==> src/rtl/mixcolumns_iter.sv <==
// Iterative AES MixColumns: one shared 32-bit column datapath,
// four cycles per state, with an optional pass-through for the final round.
`timescale 1ns/1ps
module mixcolumns_iter (
    input  logic         clk,
    input  logic         rst_n,
    input  logic         in_valid,
    output logic         in_ready,
    input  logic [127:0] data_in,
    input  logic         bypass,
    output logic         out_valid,
    input  logic         out_ready,
    output logic [127:0] data_out
);

    typedef enum logic [1:0] {
        IDLE = 2'd0,
        CALC = 2'd1,
        DONE = 2'd2
    } fsm_t;

    fsm_t         fsm;
    logic [1:0]   cnt;
    logic [127:0] state_q;
    logic         in_ready_q;
    logic         out_valid_q;
    logic [31:0]  col_in;
    logic [31:0]  col_out;

    function automatic logic [7:0] xt(input logic [7:0] b);
        return {b[6:0], 1'b0} ^ (b[7] ? 8'h1b : 8'h00);
    endfunction

    // select the column addressed by the counter
    always_comb begin
        col_in = state_q[127:96];
        unique case (cnt)
            2'd0: col_in = state_q[127:96];
            2'd1: col_in = state_q[95:64];
            2'd2: col_in = state_q[63:32];
            2'd3: col_in = state_q[31:0];
            default: col_in = state_q[127:96];
        endcase
    end

    // the single shared MixColumns column datapath
    always_comb begin
        logic [7:0] a0, a1, a2, a3;
        a0 = col_in[31:24];
        a1 = col_in[23:16];
        a2 = col_in[15:8];
        a3 = col_in[7:0];
        col_out[31:24] = xt(a0) ^ (xt(a1) ^ a1) ^ a2 ^ a3;
        col_out[23:16] = a0 ^ xt(a1) ^ (xt(a2) ^ a2) ^ a3;
        col_out[15:8]  = a0 ^ a1 ^ xt(a2) ^ (xt(a3) ^ a3);
        col_out[7:0]   = (xt(a0) ^ a0) ^ a1 ^ a2 ^ xt(a3);
    end

    // control FSM with registered handshake outputs; the bypass path
    // spends one staging cycle in DONE before raising out_valid
    always_ff @(posedge clk or negedge rst_n) begin
        if (!rst_n) begin
            fsm         <= IDLE;
            cnt         <= 2'd0;
            state_q     <= 128'h0;
            in_ready_q  <= 1'b0;
            out_valid_q <= 1'b0;
        end else begin
            unique case (fsm)
                IDLE: begin
                    in_ready_q <= 1'b1;
                    if (in_ready_q && in_valid) begin
                        state_q    <= data_in;
                        cnt        <= 2'd0;
                        in_ready_q <= 1'b0;
                        fsm        <= bypass ? DONE : CALC;
                    end
                end
                CALC: begin
                    unique case (cnt)
                        2'd0: state_q[127:96] <= col_out;
                        2'd1: state_q[95:64]  <= col_out;
                        2'd2: state_q[63:32]  <= col_out;
                        2'd3: state_q[31:0]   <= col_out;
                        default: state_q[127:96] <= col_out;
                    endcase
                    cnt <= cnt + 2'd1;
                    if (cnt == 2'd3) begin
                        fsm         <= DONE;
                        out_valid_q <= 1'b1;
                    end
                end
                DONE: begin
                    if (!out_valid_q) begin
                        out_valid_q <= 1'b1;
                    end else if (out_ready) begin
                        fsm         <= IDLE;
                        out_valid_q <= 1'b0;
                        in_ready_q  <= 1'b1;
                    end
                end
                default: begin
                    fsm         <= IDLE;
                    out_valid_q <= 1'b0;
                    in_ready_q  <= 1'b0;
                end
            endcase
        end
    end

    assign in_ready  = in_ready_q;
    assign out_valid = out_valid_q;
    assign data_out  = state_q;

endmodule
==> config.mk <==
export PLATFORM = sky130hd
export DESIGN_NAME = mixcolumns_iter
export DESIGN_NICKNAME = d
export VERILOG_FILES = /design/src/rtl/mixcolumns_iter.sv
export SDC_FILE = /design/constraint.sdc
export NUM_CORES = 1
export LEC_CHECK = 0
export CORE_AREA = 2 2 132 134
export CTS_CLUSTER_SIZE = 14
export DETAILED_ROUTE_END_ITERATION = 12
export DIE_AREA = 0 0 134 136
export GPL_ROUTABILITY_DRIVEN = 0
export PLACE_DENSITY = 0.87
export SETUP_SLACK_MARGIN = 0.5
export SYNTH_ARGS = -nofsm -noshare
export SYNTH_HDL_FRONTEND = slang
export SYNTH_SLANG_ARGS = --single-unit
==> constraint.sdc <==
create_clock -name clk -period 6.15 [get_ports clk]
set_input_delay 1.23 -clock clk [delete_from_list [all_inputs] [get_ports clk]]
set_output_delay 1.23 -clock clk [all_outputs]
set_load 0.1 [all_outputs]
### Yosys cells after proc, flatten, opt, wreduce, memory -nomap -nowiden

Index checks and enable logic that the tools add are counted.

* output and inout bits: 130
* bits in read-only memories: 0
* bits in writable memories: 0
* memories kept: 0
* bits in latches: 0
* logic and storage cells: 82
* input port bits: 133
* bits in registers: 134

* shifts and indexed selects: 0
* reduce and logical (&&, ||, !) cells: 12
* muxes and demuxes: 27
* add/subtract/negate cells: 1
* order comparisons: 0
* multipliers: 0
* bitwise logic cells: 22
* eq/ne operators: 12
* divide/modulo/power cells: 0

Operators with widths (count)
* 128-bit one-hot mux with 2 select lines: 1
* 128-bit two-way mux: 1
* 32-bit two-way mux: 4
* 32-bit one-hot mux with 4 select lines: 1
* 8-bit bitwise XOR: 16
* 8-bit by 5-bit bitwise XOR with 8-bit output: 4
* 5-bit two-way mux: 4
* 3-bit AND reduction: 5
* 2-bit two-way mux: 6
* 2-bit != test, second input constant: 4
* 2-bit == test, second input constant: 3
* 1-bit two-way mux: 6
* 2-bit by 1-bit != test with 1-bit output, second input constant: 3
* 1-bit one-hot mux with 3 select lines: 2
* 2-bit one-hot mux with 3 select lines: 1
* 2-bit by 1-bit == test with 1-bit output, second input constant: 2
* 2-bit zero test: 2
* 2-bit one-hot mux with 2 select lines: 1
* 2-bit AND reduction: 2
* 4-bit AND reduction: 1
* 2-bit by 1-bit adder with 2-bit output, second input constant: 1
* 1-bit inverter: 2
* 2-bit nonzero test: 1
* 1-bit logical AND: 1

### Depth between registers and ports, before layout

Gate-level depths: netlist of the first run.

* depth after elaboration: 10
* gate-level depth with buffers: 9
* gate-level depth less buffers: 7

### Least setup slack after synthesis of the first run

No wires, ideal clock.

* kind: input port to flip-flop
* start: input in_valid
* end: register state_q[10] (netlist: data_out[10])
* required time: 6.063 ns
* path buffers: 3
* library setup time: 0.087 ns
* arrival: 2.550 ns
* stages on the path: 7
* slack: 3.513 ns
* path through: a21boi_0 nor2_1 clkbuf_1 clkbuf_1 clkbuf_1 nand3_1 o211ai_1

* word-level cells in the longest chain between the ends: 3

RTL lines
* start, declared: line 7 `input logic in_valid,`
* 1-bit logical AND: line 72 `if (in_ready_q && in_valid) begin`
* 2-bit != test (no source line)
* 3-bit AND reduction (no source line)
* end signal, assigned: line 73 `state_q <= data_in;`
* end signal, assigned: line 84 `2'd3: state_q[31:0] <= col_out;`
* end, declared: line 24 `logic [127:0] state_q;`

Every way passes these cells.
A chain may end at the register's enable or synchronous reset.

### Worst setup path after layout of the first run

* start: input in_valid
* end: register state_q[64] (netlist: data_out[64])

Same word-level chain as after synthesis.

==> results of run 1 <==
cell families after synthesis:
| logic type | Yosys count |
|---|---|
| simple gates | 285 |
| compound gates | 237 |
| flops | 134 |
| xor+xnor | 81 |
| buf+inv | 79 |
| fa+ha+maj | 8 |
worst max path at each step:
| stage | from | end | slack [ns] | cells after the start |
|---|---|---|---|---|
| 2_1_floorplan | in_valid | data_out[10] | 3.51 | 7 |
| 3_3_place_gp | in_valid | data_out[76] | 2.12 | 5 |
| 3_5_place_dp | in_valid | data_out[0] | 2.07 | 5 |
| 4_1_cts | in_valid | data_out[64] | 2.47 | 5 |
| 5_1_grt | in_valid | data_out[124] | 2.28 | 5 |
| 6_report | in_valid | data_out[64] | 2.39 | 5 |
final cells by class:
type                    count  area (um2)
fillers                  1262        5160
multi-input cells         611        4760
flip-flops and latches    134        3350
repair buffers            268        2670
clock buffers              19         443
well taps                 225         282
clock inverters            12         179
inverters                   6        25.0
cell usage after synthesis (2+ instances only):
master | count | area share
a31oi_1 | 2 | 0.0015
a2bb2oi_1 | 7 | 0.0073
nor2_1 | 10 | 0.0045
buf_4 | 3 | 0.0027
a21oi_2 | 2 | 0.0021
a21oi_1 | 31 | 0.018
a222oi_1 | 4 | 0.0048
clkbuf_1 | 55 | 0.025
o21ai_1 | 4 | 0.0024
a22oi_1 | 26 | 0.023
o211ai_1 | 117 | 0.10
buf_6 | 6 | 0.0080
nand2_1 | 135 | 0.060
inv_1 | 4 | 0.0018
xnor2_1 | 23 | 0.024
buf_2 | 9 | 0.0054
xor2_1 | 7 | 0.0073
a2bb2oi_4 | 3 | 0.0094
xnor2_2 | 7 | 0.014
dfrtp_1 | 134 | 0.40
xor3_1 | 3 | 0.0085
a2bb2oi_2 | 15 | 0.027
xnor3_1 | 39 | 0.10
o211ai_2 | 11 | 0.016
o21ai_0 | 7 | 0.0042
ha_1 | 8 | 0.012
nand3b_1 | 2 | 0.0018
nand3_1 | 134 | 0.080
state kept, by name, summed over array words and instances (netlist names):
name	cells
cnt	2
data_out	128
fsm	2
in_ready	1
out_valid	1
critical path, stage by stage:
cell and delay [ns]:
clkdlybuf4s50_1 0.47, a21boi_0 0.18, nor2_4 0.73, nand3_2 0.91
o211ai_1 0.54
through the flow:
stage / instance area, um2 / worst slack, ns
after global routing: 11700 / 2.28
after floorplan: 8400 / 3.51
after global placement: 11100 / 2.12
final: 11700 / 2.39
after detailed placement: 11100 / 2.07
after CTS: 11700 / 2.47
layer usage:
layer  up-vias  part of all wire  wire [um]  global-route usage
li1       3484                 -          -                   -
met1      3837              0.40      11600               0.430
met2       511              0.47      13700               0.519
met3        84             0.090       2610              0.0600
met4         0             0.034        969               0.129
met5         -                 0          0                   0
==> results.cfg, run 1 <==
[synth]
syn_inst = 824
ys_seq_area_frac = 0.399
yosysWarnings = 0
synth_area_um2 = 8400
synth.mux.area_fraction = 0
ys_types = 44
avgSynthCellArea_um2 = 10.2
synth_top_family_by_area = compound AO/OA/AOI/OAI gates
ys.flop_type = dfrtp_1
synth-simple-area-share = 0.149
synth-compound-area-share = 0.232
synth-seq-cells = 134
ys_async_sr_fraction = 1.00
syn-num-nets = 965
synth-xor-area-share = 0.164
synth_edf_count = 0
yosys.area_share.adder = 0.0119

[clock_network]
post_cts_buffers = 0
clk_latency_ns = 0.43
cts_tree = built
clockRootBuffer = clkbuf_16
cts_buffer_depth = 2
clock_sinks = 134
cts.clk_slew.worst_paths_ns = 0.06
cts_resized = 0
cts-htree-levels = 4
holdBufCountCts = 0
cts-buffers-inserted = 17

[final_layout]
postLayoutCoreUtil = 0.694
layoutNonFillerInstCount = 1275
drive_above_1_share = 0.0895
diodes = 0
layout_common_cells = 261 x clkdlybuf4s50_1, 135 x nand2_1, 134 x dfrtp_1
final_common_cell = clkdlybuf4s50_1
nets = 1179
area_growth_pct = 39.4

[run_status]
status = completed

[floorplanning]
io_pins = 263
die_x_um = 134
die_h_um = 136
start_util = 0.498
core_region_area_um2 = 16900
rows = 48
die_area_um2 = 18200

[critical_path]
crit_fanout = 32
crit_path_start_kind = input port
rrSetupSlack_ns = 2.65
r2r-start = cnt[0]
end_kind = flop
cp.arrival_ns = 4.07
crit_type = input port to flop
r2r-end = data_out[5]
cp.required_ns = 6.46
r2r_cells = 7

[route]
routed_via_density = 6.21
dr.pass1.iters = 6
totalWireLength_um = 28900
drt_iter0_drc = 808
wire_per_inst_um = 22.6
via_count = 7916
antenna_left = 0
drc = 0

[timing]
finalSetupTns_ns = 0
tightest_slew_ns = 1.13
timing.hold.ws_ns = 0.533
max_slew_margin = 0.244
hold_viol = 0
skew_ns = 0.0142
fmax_mhz = 266
drv_slew = 0
period_share = 0.612
setup_viol = 0
fin_crit_ns = 3.76
rsz0062_at_grt = false

[global_routing]
grt_pass1_vias = 7788
grt_pass1_wl_um = 44600
grt_start_max_net_pins = 77
grt-ovfl-total = 0
antenna_found_initial = 0
track_usage = 0.321

[min_path]
worstHoldStart = data_out[35]
hp-class = flop to flop
hold_end = data_out[35]
hold_depth = 2

[job]
cap_violations = 0

[placement]
dp_cells = 1244
port_buffers = 262
dp_hpwl_um = 19900
Power of run 1 is left out: the tool's default activity adds up to more than one toggle a clock period on the data nets, which glitch-free logic cannot reach.
==> run 2: changes to the inputs <==
- CORE_AREA: 2 2 132 134 -> 2 2 136 138
- DIE_AREA: 0 0 134 136 -> 0 0 138 140
- PLACE_DENSITY: 0.87 -> 0.83
- clock period: 6.15 -> 3.55 ns (I/O delays scaled with it)
==> run 2 against run 1 <==
Global-route usage fell by 1.6 points; die area rose by 6.0%; design area up 1.9%; via count rose by 2.2%; utilization is 2.3 points lower; non-clock buffer count up 24; register-to-register slack got worse by 2.0 ns; first-iteration DRC count decreased by 18%; hold slack lost 0.25 ns; final cell count up 1.9%; wire length increased by 2.9%; critical endpoint is now data_out[34].
==> results.cfg, run 2 (synthesis gave the netlist of run 1 again) <==
[clock_network]
cts-buffers-inserted = 17
cts_buffer_depth = 2
cts-htree-levels = 4
holdBufCountCts = 0
clock_sinks = 134
clk_latency_ns = 0.43
cts_tree = built
cts.clk_slew.worst_paths_ns = 0.06
clockRootBuffer = clkbuf_16

[route]
wire_per_inst_um = 22.9
via_count = 8093
totalWireLength_um = 29700
antenna_left = 0
routed_via_density = 6.23
dr.pass1.iters = 6
drt_iter0_drc = 660
drc = 0

[floorplanning]
die_h_um = 140
start_util = 0.472
die_area_um2 = 19300
die_x_um = 138
core_region_area_um2 = 17800
rows = 49
io_pins = 263

[global_routing]
grt_start_max_net_pins = 80
grt_pass1_vias = 7923
grt-ovfl-total = 0
grt_pass1_wl_um = 46200
antenna_found_initial = 0
track_usage = 0.305

[timing]
hold_viol = 0
max_slew_margin = 0.230
period_share = 0.830
fmax_mhz = 339
rsz0062_at_grt = false
fin_crit_ns = 2.95
skew_ns = 0.00612
drv_slew = 0
finalSetupTns_ns = 0
setup_viol = 0
timing.hold.ws_ns = 0.285
tightest_slew_ns = 1.15

[final_layout]
drive_above_1_share = 0.125
diodes = 0
nets = 1203
layout_common_cells = 249 x clkdlybuf4s50_1, 135 x nand2_1, 134 x dfrtp_1
register_area_um2 = 3350
largest_reg_flops = 128
multi_input_area_um2 = 4860
final_common_cell = clkdlybuf4s50_1
area_growth_pct = 42.1
final_cell_area_um2 = 11900
fillers = 1307

[critical_path]
cp.required_ns = 3.82
crit_type = flop to flop
worstPathCellList = inv_1 -> ha_1 -> inv_4 -> buf_4 -> a2bb2oi_2 -> xnor3_1 -> xnor2_2 -> o211ai_1
crit_fanout = 18
end_kind = flop
path_buf_inv = 3
r2r_cells = 8
crit_path_start_kind = flop
r2r-end = data_out[34]
cpMaxStageDelayCell = xnor3_1
rrSetupSlack_ns = 0.60
cp.arrival_ns = 3.22
r2r-start = cnt[0]
cpPeakStageDelay_ns = 0.58
cp_top_family = XOR/XNOR gates

[placement]
port_buffers = 262
dp_hpwl_um = 20800
placed_cell_area_um2 = 11200

[job]
cap_violations = 0

[min_path]
hp-class = input port to async pin

[run_status]
status = completed
run 2: changes by cell type in the layout (fill, tap and decap cells not counted), sizes merged:
cell           before  now
buf                 7   43
clkdlybuf4s50     261  249
clkbuf             19   22
clkinv              5    2
bufinv              4    2
clkinvlp            3    1
run 2: cell type report:
cell class                      count  share of cell area
Multi-Input combinational cell    611               0.407
Inverter                            6             0.00231
Sequential cell                   134               0.281
Tap cell                          229              0.0240
Clock inverter                      5             0.00650
Clock buffer                       22              0.0389
Timing Repair Buffer              292               0.241
run 2: per-stage QoR:
| step | setup slack [ns] | instances | utilization |
|---|---|---|---|
| after global placement | 0.553 | 1263 | 0.630 |
| after floorplan | 1.02 | 824 | - |
| after detailed placement | 0.399 | 1263 | 0.630 |
| after CTS | 0.505 | 1291 | 0.663 |
| after global routing | 0.488 | 1299 | 0.671 |
| final | 0.602 | 1299 | 0.671 |
run 2: worst max-delay path by stage:
stage | cells past startpoint | from | slack (ns) | end
after global routing | 8 | cnt[0] | 0.49 | data_out[10]
after CTS | 8 | cnt[0] | 0.50 | data_out[59]
after floorplan | 5 | data_out[46] | 1.02 | data_out[6]
after global placement | 8 | cnt[1] | 0.55 | data_out[66]
final | 8 | cnt[0] | 0.60 | data_out[34]
after detailed placement | 8 | cnt[1] | 0.40 | data_out[66]
run 2: timing repair:
item,CTS,global route
buffers inserted,1,8
pin swaps,1,4
endpoints found under the setup margin,32,105
gates resized for setup,4,11
run 2: layer usage:
metal	track usage	wire length (um)	share of wire
met5	0	0	0
met4	0.118	886	0.030
met2	0.479	14000	0.47
met3	0.0674	2900	0.097
met1	0.417	11900	0.40
Power of run 2 is left out for the same reason.
==> run 3: changes to the inputs <==
- clock period: 3.55 -> 2.8 ns (I/O delays scaled with it)
==> run 3 against run 2 <==
The run now ends with negative setup slack left; non-clock buffer count is 118 higher; critical path depth is 1 higher; flip-flop and latch count stayed put; die area stayed put; register-to-register slack worse by 0.80 ns; highest routed layer is now met5; via count is 22% higher; first-iteration DRC count is 130% higher; clock skew is 0.0057 ns higher; count of clock-buffer cells in the layout is 3 higher.
==> results.cfg, run 3 (synthesis gave the netlist of run 1 again) <==
[timing]
tightest_slew_ns = 0.789
period_share = 1.07
finalSetupTns_ns = -1.08
drv_slew = 0
setup_viol = 14
layout_setup_ws_ns = -0.196
fmax_mhz = 334
max_slew_margin = 0.472
fin_crit_ns = 3.00
hold_viol = 0
skew_ns = 0.0118
rsz0062_at_grt = true

[clock_network]
clock_sinks = 134
cts_buffer_depth = 2
cts-htree-levels = 4
cts_tree = built
cts-buffers-inserted = 17
cts.clk_slew.worst_paths_ns = 0.06
clk_latency_ns = 0.45
clockRootBuffer = clkbuf_16

[run_status]
violations = negative setup slack
status = finished with violations

[critical_path]
r2r-end = data_out[4]
worstPathCellList = inv_4 -> ha_4 -> buf_12 -> buf_12 -> a21oi_2 -> a2bb2oi_4 -> xnor3_1 -> xor3_2 -> o211ai_1
crit_type = flop to flop
cp_common_cell = buf_12
cp_top_family = XOR/XNOR gates
cp.required_ns = 3.14
path_buf_inv = 3
crit_fanout = 9
r2r_cells = 9
rrSetupSlack_ns = -0.20
cp.arrival_ns = 3.34
cpPeakStageDelay_ns = 0.53
crit_path_start_kind = flop
end_kind = flop
r2r-start = cnt[0]
cpMaxStageDelayCell = xor3_2

[min_path]
hp-class = input port to async pin

[floorplanning]
start_util = 0.472
rows = 49
die_x_um = 138
core_region_area_um2 = 17800
io_pins = 263
die_h_um = 140
die_area_um2 = 19300

[route]
via_count = 9911
dr.pass1.iters = 7
totalWireLength_um = 43600
wire_per_inst_um = 30.6
drc = 0
antenna_left = 0
drt_iter0_drc = 1503
routed_via_density = 6.96

[global_routing]
grt-ovfl-total = 0
grt_start_max_net_pins = 80
track_usage = 0.370
grt_pass1_vias = 9372
antenna_found_initial = 1
grt_pass1_wl_um = 55100

[final_layout]
layout_common_cells = 221 x buf_4, 135 x nand2_1, 131 x nand3_1, 131 x clkdlybuf4s50_1, 117 x o211ai_1
diodes = 0
largest_reg_flops = 128
final_cell_area_um2 = 13900
drive_above_1_share = 0.436
nets = 1322
layoutNonFillerInstCount = 1423
final_common_cell = buf_4
area_growth_pct = 65.3

[placement]
port_buffers = 262
placed_cell_area_um2 = 11300
dp_cells = 1291
dp_hpwl_um = 22500

[job]
cap_violations = 0
run 3: layout make-up:
| class | count | area [um2] |
|---|---|---|
| Inverter | 6 | 37.5 |
| Sequential cell | 134 | 3420 |
| Fill cell | 950 | 3890 |
| Tap cell | 229 | 287 |
| Multi-Input combinational cell | 612 | 5650 |
| Clock buffer | 25 | 526 |
| Timing Repair Buffer | 410 | 3840 |
| Clock inverter | 7 | 138 |
run 3: how the worst max path moves through the flow:
stage | from | to | slack, ns | cells past startpoint
2_1_floorplan | data_out[94] | data_out[86] | 0.48 | 5
3_3_place_gp | cnt[0] | data_out[70] | -0.003 | 8
3_5_place_dp | cnt[0] | data_out[70] | -0.28 | 8
4_1_cts | cnt[1] | data_out[36] | 0.32 | 9
5_1_grt | cnt[0] | data_out[4] | -0.19 | 9
6_report | cnt[0] | data_out[4] | -0.20 | 9
run 3: timing repair:
| item | CTS | global route |
|---|---|---|
| hold buffers | 0 | 0 |
| setup buffers | 64 | 32 |
| setup endpoints to repair | 130 | 130 |
| gates cloned | 3 | 1 |
| resized for setup | 149 | 51 |
| pin swaps | 93 | 71 |
run 3: layer usage:
metal / up-vias / track usage / part of all wire
met1: 4667 / 0.458 / 0.33
met4: 2 / 0.212 / 0.077
met5: - / 0 / 0.00030
met2: 1140 / 0.581 / 0.43
met3: 322 / 0.111 / 0.16
li1: 3780 / - / -
run 3: worst reg2reg max path, stage by stage, from the launching register on:
cell       delay, ns
dfrtp_2         0.49
inv_4           0.12
ha_4            0.21
buf_12          0.17
buf_12          0.13
a21oi_2         0.04
a2bb2oi_4       0.45
xnor3_1         0.48
xor3_2          0.53
o211ai_1        0.27
run 3: per-stage QoR:
stage	hold slack (ns)	utilization	setup WS [ns]
after floorplan	0.264	-	0.483
after global placement	0.502	0.636	-0.00270
after detailed placement	0.510	0.636	-0.280
after CTS	0.0483	0.750	0.323
after global routing	0.0579	0.781	-0.190
final	0.0385	0.781	-0.196
Power of run 3 is left out for the same reason.
